===== src/rtl/rd_pkg.sv =====
// Shared types and helpers for the streaming read controller and its output FIFO.
package rd_pkg;

    typedef enum logic [1:0] {
        ST_IDLE  = 2'd0,
        ST_ISSUE = 2'd1,
        ST_WAIT  = 2'd2,
        ST_FIN   = 2'd3
    } rd_state_t;

    function automatic int bytes_per_word(input int data_width);
        return data_width / 8;
    endfunction

    function automatic int clog2_int(input int value);
        int r;
        r = 0;
        for (int i = 0; i < 31; i++) begin
            if ((1 << i) < value) begin
                r = i + 1;
            end
        end
        return r;
    endfunction

endpackage


===== src/rtl/rd_sync_fifo.sv =====
// First-word-fall-through FIFO: the head entry sits in its own register so dout/valid
// come straight from flops; the remaining DEPTH-1 entries live in a circular buffer.
module rd_sync_fifo import rd_pkg::*; #(
    parameter int WIDTH = 257,
    parameter int DEPTH = 8
) (
    input  logic                     clk,
    input  logic                     resetn,
    input  logic                     push,
    input  logic [WIDTH-1:0]         din,
    input  logic                     pop,
    output logic [WIDTH-1:0]         dout,
    output logic                     full,
    output logic                     empty,
    output logic [clog2_int(DEPTH):0] free_count
);

    localparam int CW        = clog2_int(DEPTH) + 1;
    localparam int MEM_DEPTH = DEPTH - 1;
    localparam int PW        = (MEM_DEPTH > 1) ? clog2_int(MEM_DEPTH) : 1;

    logic [WIDTH-1:0] mem [MEM_DEPTH];
    logic [PW-1:0]    wr_ptr;
    logic [PW-1:0]    rd_ptr;
    logic [CW-1:0]    mem_count;
    logic             head_valid;
    logic [WIDTH-1:0] head_data;

    logic head_load;
    logic from_mem;
    logic bypass;
    logic mem_write;

    function automatic logic [PW-1:0] next_ptr(input logic [PW-1:0] p);
        return (p == PW'(MEM_DEPTH - 1)) ? '0 : p + PW'(1);
    endfunction

    // The head refills whenever it is empty or being consumed; an empty buffer lets a
    // pushed word bypass straight into the head register.
    assign head_load = !head_valid || pop;
    assign from_mem  = head_load && (mem_count != '0);
    assign bypass    = head_load && (mem_count == '0) && push;
    assign mem_write = push && !bypass;

    assign dout       = head_data;
    assign empty      = !head_valid;
    assign free_count = CW'(DEPTH) - mem_count - CW'(head_valid);
    assign full       = (free_count == '0);

    always_ff @(posedge clk or negedge resetn) begin
        if (!resetn) begin
            head_valid <= 1'b0;
            head_data  <= '0;
            wr_ptr     <= '0;
            rd_ptr     <= '0;
            mem_count  <= '0;
        end else begin
            if (head_load) begin
                if (from_mem) begin
                    head_data  <= mem[rd_ptr];
                    head_valid <= 1'b1;
                    rd_ptr     <= next_ptr(rd_ptr);
                end else if (push) begin
                    head_data  <= din;
                    head_valid <= 1'b1;
                end else begin
                    head_valid <= 1'b0;
                end
            end
            if (mem_write) begin
                wr_ptr <= next_ptr(wr_ptr);
            end
            if (mem_write && !from_mem) begin
                mem_count <= mem_count + CW'(1);
            end else if (!mem_write && from_mem) begin
                mem_count <= mem_count - CW'(1);
            end
        end
    end

    always_ff @(posedge clk) begin
        if (mem_write) begin
            mem[wr_ptr] <= din;
        end
    end

endmodule


===== src/rtl/rd_stream_ctrl.sv =====
// Turns an (address, count) command into single-word engine reads at consecutive
// addresses and streams the returned words out through a FIFO with a last flag.
module rd_stream_ctrl import rd_pkg::*; #(
    parameter int ADDR_WIDTH  = 33,
    parameter int DATA_WIDTH  = 256,
    parameter int COUNT_WIDTH = 16,
    parameter int FIFO_DEPTH  = 8,
    parameter int CYC_WIDTH   = 32
) (
    input  logic                   clk,
    input  logic                   resetn,
    input  logic                   cmd_valid,
    output logic                   cmd_ready,
    input  logic [ADDR_WIDTH-1:0]  cmd_addr,
    input  logic [COUNT_WIDTH-1:0] cmd_count,
    output logic                   eng_start,
    output logic [ADDR_WIDTH-1:0]  eng_addr,
    input  logic [DATA_WIDTH-1:0]  eng_data,
    input  logic                   eng_done,
    output logic                   out_valid,
    input  logic                   out_ready,
    output logic [DATA_WIDTH-1:0]  out_data,
    output logic                   out_last,
    output logic                   busy,
    output logic                   cmd_done,
    output logic [CYC_WIDTH-1:0]   cycle_count
);

    localparam int FCW = clog2_int(FIFO_DEPTH) + 1;
    localparam logic [ADDR_WIDTH-1:0] STRIDE = ADDR_WIDTH'(bytes_per_word(DATA_WIDTH));

    rd_state_t state;
    rd_state_t next_state;

    logic [ADDR_WIDTH-1:0]  cur_addr;
    logic [COUNT_WIDTH-1:0] remaining;
    logic                   accept;
    logic                   can_issue;
    logic                   fifo_push;
    logic                   word_last;
    logic [FCW-1:0]         fifo_free;
    logic                   fifo_full;
    logic                   fifo_empty;
    logic [DATA_WIDTH:0]    fifo_dout;

    // Commands and stream words both use valid/ready: a transfer happens on the rising
    // clk edge where valid and ready are both high; valid side holds its payload until then.
    assign accept    = (state == ST_IDLE) && cmd_valid && cmd_ready;
    assign can_issue = (fifo_free != '0);
    assign fifo_push = (state == ST_WAIT) && eng_done;
    assign word_last = (remaining == COUNT_WIDTH'(1));
    assign eng_addr  = cur_addr;

    always_comb begin
        next_state = state;
        eng_start  = 1'b0;
        case (state)
            ST_IDLE: begin
                if (accept) begin
                    next_state = (cmd_count != '0) ? ST_ISSUE : ST_FIN;
                end
            end
            ST_ISSUE: begin
                // A free slot is reserved before issuing, so the single outstanding
                // read always has room when it returns.
                if (can_issue) begin
                    eng_start  = 1'b1;
                    next_state = ST_WAIT;
                end
            end
            ST_WAIT: begin
                if (eng_done) begin
                    next_state = word_last ? ST_FIN : ST_ISSUE;
                end
            end
            ST_FIN: begin
                next_state = ST_IDLE;
            end
            default: begin
                next_state = ST_IDLE;
            end
        endcase
    end

    always_ff @(posedge clk or negedge resetn) begin
        if (!resetn) begin
            state       <= ST_IDLE;
            cmd_ready   <= 1'b0;
            cur_addr    <= '0;
            remaining   <= '0;
            busy        <= 1'b0;
            cmd_done    <= 1'b0;
            cycle_count <= '0;
        end else begin
            state     <= next_state;
            cmd_ready <= (next_state == ST_IDLE);
            cmd_done  <= (state == ST_FIN);
            if (accept) begin
                cur_addr    <= cmd_addr;
                remaining   <= cmd_count;
                cycle_count <= '0;
                busy        <= 1'b1;
            end else begin
                if (busy && (cycle_count != '1)) begin
                    cycle_count <= cycle_count + CYC_WIDTH'(1);
                end
                if (fifo_push) begin
                    remaining <= remaining - COUNT_WIDTH'(1);
                    cur_addr  <= cur_addr + STRIDE;
                end
                if (state == ST_FIN) begin
                    busy <= 1'b0;
                end
            end
        end
    end

    rd_sync_fifo #(
        .WIDTH (DATA_WIDTH + 1),
        .DEPTH (FIFO_DEPTH)
    ) u_fifo (
        .clk        (clk),
        .resetn     (resetn),
        .push       (fifo_push),
        .din        ({word_last, eng_data}),
        .pop        (out_ready),
        .dout       (fifo_dout),
        .full       (fifo_full),
        .empty      (fifo_empty),
        .free_count (fifo_free)
    );

    assign out_valid = !fifo_empty;
    assign out_data  = fifo_dout[DATA_WIDTH-1:0];
    assign out_last  = fifo_dout[DATA_WIDTH];

    no_push_when_full: assert property (@(posedge clk) disable iff (!resetn)
        !(fifo_push && fifo_full));

endmodule


===== config.mk =====
export PLATFORM = sky130hd
export DESIGN_NAME = rd_stream_ctrl
export DESIGN_NICKNAME = d
export VERILOG_FILES = /design/src/rtl/rd_pkg.sv /design/src/rtl/rd_sync_fifo.sv /design/src/rtl/rd_stream_ctrl.sv
export SDC_FILE = /design/constraint.sdc
export NUM_CORES = 2
export LEC_CHECK = 0
export CELL_PAD_IN_SITES_DETAIL_PLACEMENT = 1
export CELL_PAD_IN_SITES_GLOBAL_PLACEMENT = 1
export CORE_MARGIN = 1
export CORE_UTILIZATION = 50
export DETAILED_ROUTE_END_ITERATION = 10
export PLACE_DENSITY = 0.86
export SLEW_MARGIN = 5
export SYNTH_ARGS = -nofsm -noshare
export SYNTH_HDL_FRONTEND = slang
export SYNTH_SLANG_ARGS = --single-unit

===== constraint.sdc =====
create_clock -name clk -period 39 [get_ports clk]
set_clock_uncertainty 0.15 [all_clocks]
set_input_delay 5.85 -clock clk [delete_from_list [all_inputs] [get_ports clk]]
set_output_delay 5.85 -clock clk [all_outputs]
set_load 0.02 [all_outputs]

==> impl_metrics.env <==
export IMPL_grt_pass1_vias=57000
export IMPL_syn_inst=5279
export IMPL_synth_warnings=0
export IMPL_p_per_area_mw_per_mm2=70.0
export IMPL_routedWlPerCell_um=30.8
export IMPL_dieArea_mm2=0.171
export IMPL_track_usage=0.295
export IMPL_fmax_mhz=99.1
export IMPL_async_reset_ff_frac=0.164
export IMPL_yosysSeqAreaShare=0.742
export IMPL_drc=0
export IMPL_synth_fp_nets=5600
export IMPL_dp_hpwl_um=139000
export IMPL_fin_crit_sh=0.259
export IMPL_die_y_um=414
export IMPL_setup_viol=0
export IMPL_synth_main_ff_cell="edfxtp_1"
export IMPL_area_growth_pct=18.2
export IMPL_htreeDepth=4
export IMPL_post_route_cell_area_mm2=0.100
export IMPL_place_gp_congestion=0.837
export IMPL_final_cells=8280
export IMPL_drive_gt1_frac=0.109
export IMPL_rr_startpoint="u_fifo.head_valid"
export IMPL_routed_wl_um=255000
export IMPL_synth_edff_count=1799
export IMPL_start_kind="primary input"
export IMPL_post_cts_buffers=0
export IMPL_fin_tns_setup_ns=0
export IMPL_fin_util=0.597
export IMPL_cp_end_kind="flip-flop"
export IMPL_r2r_cells=7
export IMPL_hold_end="u_fifo.mem_count[3]"
export IMPL_slew_viol_final=0
export IMPL_fin_hold_ws_ns=0.323
export IMPL_avgSynthCellArea_um2=16.1
export IMPL_hold_path_class="reg -> reg"
export IMPL_whs_path_depth=1
export IMPL_grt_antenna_before_repair=40
export IMPL_grt_pass1_wl_um=372000
export IMPL_via_per_inst=6.35
export IMPL_holdBufCountCts=0
export IMPL_dpl_cell_area_mm2=0.0933
export IMPL_via_count=52600
export IMPL_clk_pin_slew_worst_paths_ns=0.06
export IMPL_cts_root_buf="clkbuf_16"
export IMPL_drt_pass1_iterations=6
export IMPL_worstMarginPinSlew_ns=1.30
export IMPL_rsz0062_at_grt="false"
export IMPL_drtIter0Drc=5377
export IMPL_cp_data_required_time_ns=39.32
export IMPL_finalHoldViolCount=0
export IMPL_drv_cap=0
export IMPL_io_pins=637
export IMPL_fin_nets=6180
export IMPL_crit_arrival_ns=10.41
export IMPL_core_mm2=0.168
export IMPL_maxSlewHeadroom=0.132
export IMPL_crit_type="in -> reg"
export IMPL_ir_drop_mv=0.0741
export IMPL_period_needed_ns=10.09
export IMPL_status="completed"
export IMPL_place_port_buffers=636
export IMPL_crit_fanout=65
export IMPL_overflow=0
export IMPL_cts_sinks=2153
export IMPL_timing_rr_end="u_fifo.mem[1][39]"
export IMPL_r2r_slack_ns=33.99
export IMPL_yosysUniqueCellTypes=60
export IMPL_hp_start="u_fifo.mem_count[3]"
export IMPL_syn_area_mm2=0.0847
export IMPL_cts_resized=0
export IMPL_numCtsBuffers=211
export IMPL_place_inst=7849
export IMPL_synth_seq_cells=2153
export IMPL_std_cell_rows=150
export IMPL_grt_max_degree=193
export IMPL_tritoncts="yes"
export IMPL_floorplan_initialDensity=0.505
export IMPL_antenna_left=0
export IMPL_insertion_delay_ns=0.85
export IMPL_p_leak_uw=0.0333
export IMPL_die_width_um=414
export IMPL_clockBufferDepth=3
[worst max-delay path by stage]
stage,startpoint,to,cells after the start
final,out_ready,u_fifo.mem[1][39],8
after CTS,out_ready,u_fifo.mem[1][39],8
after detailed placement,out_ready,u_fifo.mem[1][31],8
after global routing,out_ready,u_fifo.mem[1][39],8
after floorplan,eng_done,u_fifo.mem[0][0],5
after global placement,out_ready,u_fifo.mem[1][35],8
[final cells by class]
class	count	area, um^2
diodes	29	72.6
clock buffers	323	6090
clock inverters	78	661
fillers	15100	67600
inverters	19	71.3
multi-input cells	2766	20500
flip-flops and latches	2153	62900
well taps	2204	2760
repair buffers	708	7090
[where the power goes]
part           internal (uW)  total (uW)  switching (uW)
Sequential              2730        2940             212
Combinational            832        2040            1210
Clock                   1120        2020             900
Total                   4690        7010            2320
[flip-flops by register name (all words and copies together) (netlist names)]
| signal | flops |
|---|---|
| u_fifo.mem_count | 4 |
| u_fifo.wr_ptr | 3 |
| eng_addr | 33 |
| busy | 1 |
| cmd_done | 1 |
| u_fifo.dout | 257 |
| remaining | 16 |
| u_fifo.mem | 1799 |
| u_fifo.head_valid | 1 |
| state | 2 |
| cmd_ready | 1 |
| u_fifo.rd_ptr | 3 |
| cycle_count | 32 |
[per-stage QoR]
| stage | power, uW | setup slack (ns) |
|---|---|---|
| final | 7010 | 28.91 |
| after global routing | 7230 | 28.66 |
| after CTS | 7020 | 28.99 |
| after detailed placement | 4950 | 28.16 |
| after global placement | 4830 | 28.24 |
| after floorplan | 4190 | 6.46 |
[cells in the mapped netlist, types with 3 or more instances]
cell type / number / area share
nor3b_1: 4 / 0.00035
and4_1: 4 / 0.00041
xor2_1: 3 / 0.00031
or4_1: 16 / 0.0014
dfrtp_1: 354 / 0.10
ha_1: 10 / 0.0015
a221o_1: 9 / 0.0011
and3_1: 8 / 0.00059
nor4_1: 11 / 0.00081
o31ai_1: 10 / 0.00089
nand2_1: 598 / 0.026
edfxtp_1: 1799 / 0.64
or3_1: 13 / 0.00096
buf_2: 48 / 0.0028
nand4_1: 16 / 0.0012
a211o_1: 3 / 0.00031
nor2_1: 37 / 0.0016
a211oi_1: 260 / 0.023
buf_1: 22 / 0.00097
buf_4: 3 / 0.00027
o311ai_0: 14 / 0.0014
a21oi_1: 31 / 0.0018
clkbuf_1: 268 / 0.012
nand3_1: 39 / 0.0023
nor3_1: 17 / 0.0010
a22oi_1: 8 / 0.00071
a21o_1: 9 / 0.00080
nand2b_1: 3 / 0.00022
a31oi_1: 11 / 0.00081
o211ai_1: 17 / 0.0015
inv_1: 19 / 0.00084
xnor2_1: 8 / 0.00083
mux4_2: 257 / 0.068
mux2i_1: 257 / 0.030
o21ai_0: 804 / 0.047
nor2b_1: 260 / 0.019
[placed cells by master, fill, tap and decap left out, types with 11 or more instances in the layout]
master / instances
clkinv_2: 34
nand4_1: 16
nor3_1: 15
or4_1: 16
clkbuf_1: 78
o21ai_0: 804
a31oi_1: 11
clkinv_1: 17
nand2_1: 597
clkbuf_8: 30
inv_1: 19
clkbuf_16: 215
a211oi_1: 260
clkdlybuf4s50_1: 635
o311ai_0: 14
diode_2: 29
or3_1: 13
edfxtp_1: 1799
a21oi_1: 30
nand3_1: 39
buf_12: 13
mux4_2: 257
buf_4: 58
dfrtp_1: 351
nor2_1: 34
o211ai_1: 17
mux2i_1: 257
nor2b_1: 260
[metal layers]
layer,vias up,part of all wire,GRT usage
met5,-,0.00060,0
met4,24,0.045,0.148
met3,599,0.072,0.0596
met2,2685,0.51,0.503
met1,27700,0.37,0.356
li1,21600,-,-
[cells by family (layout without fill, tap and decap cells)]
group	count (synthesis)	in the layout	synth area share
DFF	2153	2153	0.742
other	0	29	0
and+or+nand+nor	1040	1040	0.0582
AOI/OAI and AO/OA	1190	1190	0.0814
buffers and inverters	360	1128	0.0168
xor gates and xnor gates	11	11	0.00114
adders and majority gates	11	11	0.00171
muxes	514	514	0.0987
[worst max-delay path, stage by stage]
cell and delay [ns]:
clkdlybuf4s50_1 0.48, nor2b_1 0.53, o21ai_0 0.48, nor2_1 0.25
nand2_1 0.14, nor2_4 0.68, buf_4 0.92, buf_4 0.93
Note: power is estimated with default switching activity, not from simulation.
